### src/rtl/uart_program_loader_if.sv
// Byte-stream and instruction-memory write bundle for the program loader.
// Ports:
//   rx_data / rx_data_ready : received byte and its single-cycle valid pulse
//   mem_we / mem_addr / mem_wdata : one-cycle full-word write to instruction memory
// The master modport is the loader side; the slave modport is the UART/memory side.
interface uart_program_loader_if #(
    parameter int unsigned ADDR_W = 10
);
    logic [7:0]        rx_data;
    logic              rx_data_ready;
    logic              mem_we;
    logic [ADDR_W-1:0] mem_addr;
    logic [31:0]       mem_wdata;

    modport master (
        input  rx_data,
        input  rx_data_ready,
        output mem_we,
        output mem_addr,
        output mem_wdata
    );

    modport slave (
        output rx_data,
        output rx_data_ready,
        input  mem_we,
        input  mem_addr,
        input  mem_wdata
    );
endinterface

### src/rtl/uart_program_loader.sv
// Parses a framed UART byte stream (sync, LE 16-bit word count, LE 32-bit words,
// XOR checksum) and issues one word write per assembled instruction.
// Ports:
//   clk_100MHz, rst_n : clock, async active-low reset
//   enable            : loader mode; low forces IDLE
//   bus               : rx byte input and memory write output (master side)
//   busy/done/error   : frame in progress / last frame good (sticky) / last frame aborted (sticky)
//   error_code        : 0 none, 1 checksum, 2 timeout, 3 overflow
//   words_loaded      : words written in the current or last frame
module uart_program_loader #(
    parameter int unsigned ADDR_W      = 10,
    parameter int unsigned TIMEOUT_CYC = 1000000,
    parameter logic [7:0]  SYNC_BYTE   = 8'hA5
) (
    input  logic                  clk_100MHz,
    input  logic                  rst_n,
    input  logic                  enable,
    uart_program_loader_if.master bus,
    output logic                  busy,
    output logic                  done,
    output logic                  error,
    output logic [1:0]            error_code,
    output logic [ADDR_W:0]       words_loaded
);

    localparam int unsigned TMO_W    = (TIMEOUT_CYC > 1) ? $clog2(TIMEOUT_CYC) : 1;
    localparam logic [TMO_W-1:0] TMO_LAST = TMO_W'(TIMEOUT_CYC - 1);
    localparam logic [16:0] MAX_CNT  = 17'(2 ** ADDR_W);

    localparam logic [1:0] EC_NONE = 2'd0;
    localparam logic [1:0] EC_CSUM = 2'd1;
    localparam logic [1:0] EC_TMO  = 2'd2;
    localparam logic [1:0] EC_OVF  = 2'd3;

    typedef enum logic [2:0] {IDLE, CNT_LO, CNT_HI, DATA, CSUM, DONE, ERR} state_t;

    state_t            state_q, state_d;
    logic [15:0]       cnt_q, cnt_d;
    logic [7:0]        csum_q, csum_d;
    logic [1:0]        lane_q, lane_d;
    logic [23:0]       wbuf_q, wbuf_d;
    logic [TMO_W-1:0]  tmo_q, tmo_d;
    logic              mem_we_q, mem_we_d;
    logic [ADDR_W-1:0] mem_addr_q, mem_addr_d;
    logic [31:0]       mem_wdata_q, mem_wdata_d;
    logic              busy_q, busy_d;
    logic              done_q, done_d;
    logic              error_q, error_d;
    logic [1:0]        ecode_q, ecode_d;
    logic [ADDR_W:0]   words_q, words_d;

    logic              in_frame_c;
    logic [15:0]       cnt_new_c;

    // State and datapath registers
    always_ff @(posedge clk_100MHz or negedge rst_n) begin
        if (!rst_n) begin
            state_q     <= IDLE;
            cnt_q       <= '0;
            csum_q      <= '0;
            lane_q      <= '0;
            wbuf_q      <= '0;
            tmo_q       <= '0;
            mem_we_q    <= 1'b0;
            mem_addr_q  <= '0;
            mem_wdata_q <= '0;
            busy_q      <= 1'b0;
            done_q      <= 1'b0;
            error_q     <= 1'b0;
            ecode_q     <= EC_NONE;
            words_q     <= '0;
        end else begin
            state_q     <= state_d;
            cnt_q       <= cnt_d;
            csum_q      <= csum_d;
            lane_q      <= lane_d;
            wbuf_q      <= wbuf_d;
            tmo_q       <= tmo_d;
            mem_we_q    <= mem_we_d;
            mem_addr_q  <= mem_addr_d;
            mem_wdata_q <= mem_wdata_d;
            busy_q      <= busy_d;
            done_q      <= done_d;
            error_q     <= error_d;
            ecode_q     <= ecode_d;
            words_q     <= words_d;
        end
    end

    // Frame parser: next state and register updates
    always_comb begin
        state_d     = state_q;
        cnt_d       = cnt_q;
        csum_d      = csum_q;
        lane_d      = lane_q;
        wbuf_d      = wbuf_q;
        tmo_d       = tmo_q;
        mem_we_d    = 1'b0;
        mem_addr_d  = mem_addr_q;
        mem_wdata_d = mem_wdata_q;
        done_d      = done_q;
        error_d     = error_q;
        ecode_d     = ecode_q;
        words_d     = words_q;
        cnt_new_c   = {bus.rx_data, cnt_q[7:0]};
        in_frame_c  = (state_q == CNT_LO) || (state_q == CNT_HI) ||
                      (state_q == DATA)   || (state_q == CSUM);

        if (!enable) begin
            state_d = IDLE;
        end else begin
            unique case (state_q)
                IDLE, DONE, ERR: begin
                    if (bus.rx_data_ready && (bus.rx_data == SYNC_BYTE)) begin
                        state_d = CNT_LO;
                        done_d  = 1'b0;
                        error_d = 1'b0;
                        ecode_d = EC_NONE;
                        words_d = '0;
                        csum_d  = '0;
                        lane_d  = '0;
                        tmo_d   = '0;
                    end
                end
                CNT_LO: begin
                    if (bus.rx_data_ready) begin
                        cnt_d[7:0] = bus.rx_data;
                        csum_d     = csum_q ^ bus.rx_data;
                        state_d    = CNT_HI;
                    end
                end
                CNT_HI: begin
                    if (bus.rx_data_ready) begin
                        cnt_d  = cnt_new_c;
                        csum_d = csum_q ^ bus.rx_data;
                        if (17'(cnt_new_c) > MAX_CNT) begin
                            state_d = ERR;
                            error_d = 1'b1;
                            ecode_d = EC_OVF;
                        end else if (cnt_new_c == 16'd0) begin
                            state_d = CSUM;
                        end else begin
                            state_d = DATA;
                        end
                    end
                end
                DATA: begin
                    if (bus.rx_data_ready) begin
                        csum_d = csum_q ^ bus.rx_data;
                        lane_d = lane_q + 2'd1;
                        unique case (lane_q)
                            2'd0: wbuf_d[7:0]   = bus.rx_data;
                            2'd1: wbuf_d[15:8]  = bus.rx_data;
                            2'd2: wbuf_d[23:16] = bus.rx_data;
                            default: begin
                                // Lane 3 completes the word: write it next cycle at the current index
                                mem_we_d    = 1'b1;
                                mem_addr_d  = words_q[ADDR_W-1:0];
                                mem_wdata_d = {bus.rx_data, wbuf_q};
                                words_d     = words_q + (ADDR_W+1)'(1);
                                if ((16'(words_q) + 16'd1) == cnt_q) begin
                                    state_d = CSUM;
                                end
                            end
                        endcase
                    end
                end
                CSUM: begin
                    if (bus.rx_data_ready) begin
                        if (bus.rx_data == csum_q) begin
                            state_d = DONE;
                            done_d  = 1'b1;
                        end else begin
                            state_d = ERR;
                            error_d = 1'b1;
                            ecode_d = EC_CSUM;
                        end
                    end
                end
                default: state_d = IDLE;
            endcase

            // Inter-byte timeout; a byte on the expiry cycle takes priority
            if (in_frame_c) begin
                if (bus.rx_data_ready) begin
                    tmo_d = '0;
                end else if (tmo_q == TMO_LAST) begin
                    state_d = ERR;
                    error_d = 1'b1;
                    ecode_d = EC_TMO;
                end else begin
                    tmo_d = tmo_q + TMO_W'(1);
                end
            end
        end

        busy_d = (state_d == CNT_LO) || (state_d == CNT_HI) ||
                 (state_d == DATA)   || (state_d == CSUM);
    end

    assign bus.mem_we    = mem_we_q;
    assign bus.mem_addr  = mem_addr_q;
    assign bus.mem_wdata = mem_wdata_q;
    assign busy          = busy_q;
    assign done          = done_q;
    assign error         = error_q;
    assign error_code    = ecode_q;
    assign words_loaded  = words_q;

endmodule

### src/flat_wrapper.sv
// flat-port wrapper written by rule: the top's interface ports become plain ports
module uart_program_loader_flat 
#(
    parameter int unsigned ADDR_W      = 10,
    parameter int unsigned TIMEOUT_CYC = 1000000,
    parameter logic [7:0]  SYNC_BYTE   = 8'hA5
)
  (clk_100MHz, rst_n, enable, busy, done, error, error_code, words_loaded, bus_rx_data, bus_rx_data_ready, bus_mem_we, bus_mem_addr, bus_mem_wdata);
  uart_program_loader_if #(.ADDR_W(ADDR_W)) bus_i ();
  input  logic clk_100MHz;
  input  logic rst_n;
  input  logic enable;
  output logic busy;
  output logic done;
  output logic error;
  output logic [1:0] error_code;
  output logic [ADDR_W:0] words_loaded;
  input wire logic [$bits(bus_i.rx_data)-1:0] bus_rx_data;
  input wire logic [$bits(bus_i.rx_data_ready)-1:0] bus_rx_data_ready;
  output wire logic [$bits(bus_i.mem_we)-1:0] bus_mem_we;
  output wire logic [$bits(bus_i.mem_addr)-1:0] bus_mem_addr;
  output wire logic [$bits(bus_i.mem_wdata)-1:0] bus_mem_wdata;
  assign bus_i.rx_data = bus_rx_data;
  assign bus_i.rx_data_ready = bus_rx_data_ready;
  assign bus_mem_we = bus_i.mem_we;
  assign bus_mem_addr = bus_i.mem_addr;
  assign bus_mem_wdata = bus_i.mem_wdata;
  uart_program_loader #(.ADDR_W(ADDR_W), .TIMEOUT_CYC(TIMEOUT_CYC), .SYNC_BYTE(SYNC_BYTE)) u_core (.clk_100MHz(clk_100MHz), .rst_n(rst_n), .enable(enable), .bus(bus_i), .busy(busy), .done(done), .error(error), .error_code(error_code), .words_loaded(words_loaded));
endmodule
### config.mk
export PLATFORM = sky130hd
export DESIGN_NAME = uart_program_loader_flat
export DESIGN_NICKNAME = d
export VERILOG_FILES = /design/src/rtl/uart_program_loader_if.sv /design/src/rtl/uart_program_loader.sv /design/src/flat_wrapper.sv
export SDC_FILE = /design/constraint.sdc
export NUM_CORES = 1
export LEC_CHECK = 0
export BUFFER_PORTS_ARGS = -buffer_cell sky130_fd_sc_hd__buf_2
export CORE_MARGIN = 2
export CORE_UTILIZATION = 45
export DETAILED_ROUTE_END_ITERATION = 6
export SKIP_CTS_REPAIR_TIMING = 1
export SLEW_MARGIN = 20
export SYNTH_ARGS = -nofsm -noshare
export SYNTH_HDL_FRONTEND = slang
export SYNTH_SLANG_ARGS = --single-unit
### constraint.sdc
create_clock -name clk_100MHz -period 4 [get_ports clk_100MHz]
set_clock_uncertainty 0.05 [all_clocks]
set_input_delay 0.4 -clock clk_100MHz [delete_from_list [all_inputs] [get_ports clk_100MHz]]
set_output_delay 0.4 -clock clk_100MHz [all_outputs]
set_load 0.01 [all_outputs]
==> impl_results.md <==
* Run status: completed
* Lkg Pwr at 3.84 nW
* Die height at 126 µm
* Synth area leader: dfrtp_1
* Count of pins over their slew limit at 0
* # setup viols final at 0
* Min-delay worst type: in -> async
* CP Launch Type: flip-flop
* First-pass GRT wire length at 26200 µm
* Async set-or-reset flop fraction in the synthesized netlist at 100%
* Top cell type's share of synthesized area at 49.4%
* Register area share after synthesis at 49.4%
* Via density at 5.58
* Worst path required time at 4.26 ns
* Compound-Gate Fraction of Synth Area at 13.7%
* Maximum level of the CTS H-tree at 4
* Inserted Clock Buffers at 17
* Adder-Cell Fraction of Synth Area at 1.12%
* Post-synthesis simple-gate area fraction at 21.3%
* Worst-path fanout max at 24
* Final nets at 763
* Distinct cell type count after synthesis at 69
* Port bufs at 70
* Sw power at 0.972 mW
* Starting Density at 46.0%
* TNS Setup at 0 ns
* Critical path endpoint category: flip-flop
* Largest net degree at the start of global routing at 68
* Maximum vdd drop at 0.259 mV
* R2R depth at 7
* Routed Wire Length at 15700 µm
* Rel. slew slack at 40.8%
* Clk pin slew, worst setup/hold paths at 0.06 ns
* Switching Fraction at 27.0%
* Period utilisation layout at 67.1%
* RSZ-0062 raised after global routing: no
* Top post-synthesis cells by area: dfrtp_1 (49%), nand2_1 (9.6%), mux2_2 (6.1%)
* Top post-synthesis cells by count: nand2_1 (170), dfrtp_1 (132), o21ai_0 (40)
* Deepest clock path buffer count at 2
* Synthesis-to-finish area growth at 15.6%
* Core Area at 14500 µm²
* Fmax at 373 MHz
* Tmin final at 2.68 ns
* WP data arrival at 2.95 ns
* Clock Sinks at 132
* Most used DFF post-synth: dfrtp_1
* Synthesized cell area at 6680 µm²
* Worst flop-to-flop path endpoint: u_core.tmo_q[1]
* Internal cell power at 2.63 mW
* Number of global-route vias before repair at 5173
* Sequential power share at 42.9%
* CTS root buf: clkbuf_16
* Util after Layout at 53.1%
* Drt first pass iters at 5
* Register-to-register setup slack at 1.32 ns
* Via count at 5250
* Wire per inst at 16.7 µm
* Clk_lat worst skew at 0.42 ns
* Synthesized Nets at 713
* Ant. Diodes at 0
* Fraction of layout cells with a size suffix above 1 at 20.6%
* Clock Power Share at 43.9%
* Final Wtd Congestion at 0.862
* Yosys Warn Count at 0
* Max-cap violations at 0
* Dpl hpwl at 10600 µm
* Mux share of post-synthesis cell area at 7.21%
* Crit. Startpoint: u_core.state_q[2]
* Critical Path Sink: u_core.tmo_q[1]
* Count leader, synth: nand2_1
* RR Startpoint: u_core.state_q[2]
* Gate count after technology mapping at 695
* Slew @ Worst Pin at 0.883 ns
* Yosys reg bits at 132
* Final non-filler cell total at 941
* CTS tree: yes
* Combinational Power Share at 13.2%
* XOR/XNOR share of the synthesized area at 3.95%
* Crit Path Class: reg -> reg
* Largest family of logic cells by synthesized area: simple AND/OR/NAND/NOR gates
* Pwr/cell area at 466 nW/µm²
* Post-synthesis area per instance at 9.61 µm²
* Total gr overflow at 0
* Drt initial violations at 353
* Final hold violation count at 0
* Inst Count DP at 910
* Drt drc at 0
* # rows at 44
* EDFF count, synth at 0
* Final ANT Viol Nets at 0
* Overall global routing resource usage at 20.4%
* IO Pins at 71
* Initial antenna violation count at 0
* Die area at 15800 µm²
* Overall die width at 126 µm
## metrics by stage
step	power (mW)	area [µm²]	hold slack (ns)	setup WS, ns
final	3.60	7720	0.0433	1.32
after global routing	3.75	7720	0.108	1.12
after CTS	3.63	7720	0.0703	1.39
after detailed placement	2.04	7130	0.405	1.39
after global placement	2.03	7130	0.395	1.46
after floorplan	1.89	6680	0.0544	1.71
## placed cells by master (no fill, tap or decap), types with 6 or more instances in the layout
| cell | synthesis | routed |
|---|---|---|
| xnor2_1 | 18 | 18 |
| a31oi_1 | 6 | 6 |
| nor4_1 | 6 | 6 |
| o2bb2ai_1 | 11 | 11 |
| dfrtp_1 | 132 | 132 |
| mux2_2 | 36 | 36 |
| o21ai_1 | 9 | 9 |
| o31ai_1 | 6 | 6 |
| nand3_1 | 20 | 20 |
| nor3_1 | 11 | 11 |
| clkbuf_16 | 0 | 17 |
| inv_1 | 9 | 9 |
| o21ai_0 | 40 | 40 |
| buf_2 | 10 | 69 |
| nand2_1 | 170 | 169 |
| nand4_1 | 7 | 7 |
| and3_1 | 12 | 12 |
| a22o_1 | 7 | 7 |
| a21oi_1 | 13 | 13 |
| nor2_1 | 31 | 31 |
| nand2b_1 | 15 | 15 |
| ha_1 | 6 | 6 |
## kinds of logic after synthesis
logic type	count (synthesis)
flops	132
simple gates	302
fa+ha+maj	6
mux	43
buf+inv	53
compound gates	133
xor+xnor	26
## critical path, cell delays in order, from the launching register on
cell,delay (ns)
dfrtp_1,0.83
nor2b_1,0.18
or3_1,0.38
a21oi_1,0.23
buf_4,0.22
nand2b_1,0.29
o21ai_0,0.18
a22o_1,0.21
## cell type report
type	count	area (µm²)
Clock buffer	18	439
Clock inverter	13	158
Fill cell	1339	6810
Inverter	10	37.5
Multi-Input combinational cell	510	3160
Sequential cell	132	3300
Tap cell	184	230
Timing Repair Buffer	74	395
## power groups by stage
stage	Sequential, mW	Clock (mW)	Combinational, mW
5_1_grt	1.56	1.67	0.525
6_report	1.55	1.58	0.475
3_5_place_dp	1.57	0	0.477
3_3_place_gp	1.56	0	0.463
4_1_cts	1.55	1.60	0.480
2_1_floorplan	1.52	0	0.365
## registers in the layout, indices dropped and copies added (netlist names)
register              flops
u_core.wbuf_q            24
u_core.busy               1
u_core.bus.mem_we         1
u_core.state_q            3
u_core.cnt_q             16
u_core.csum_q             8
u_core.words_loaded      11
u_core.tmo_q             20
u_core.bus.mem_addr      10
u_core.error_code         2
u_core.done               1
u_core.lane_q             2
u_core.error              1
u_core.bus.mem_wdata     32
## routing by layer
metal,share of wire [%],global-route usage [%],up-vias
li1,-,-,2528
met1,45,26.5,2588
met2,50,34.4,111
met3,3.5,4.29,23
met4,1.6,6.53,0
met5,0,0,-
## how the worst min path moves through the flow
stage / startpoint / end / slack (ns) / cells after the start
global route: rst_n / u_core.bus.mem_wdata[2] / 0.11 / 1
floorplan: rst_n / u_core.bus.mem_addr[0] / 0.05 / 0
detailed placement: u_core.wbuf_q[8] / u_core.bus.mem_wdata[8] / 0.41 / 2
finish: rst_n / u_core.bus.mem_wdata[7] / 0.04 / 1
global placement: u_core.wbuf_q[11] / u_core.bus.mem_wdata[11] / 0.40 / 2
CTS: rst_n / u_core.bus.mem_wdata[7] / 0.07 / 1
Power figures use the tool's default switching activity.
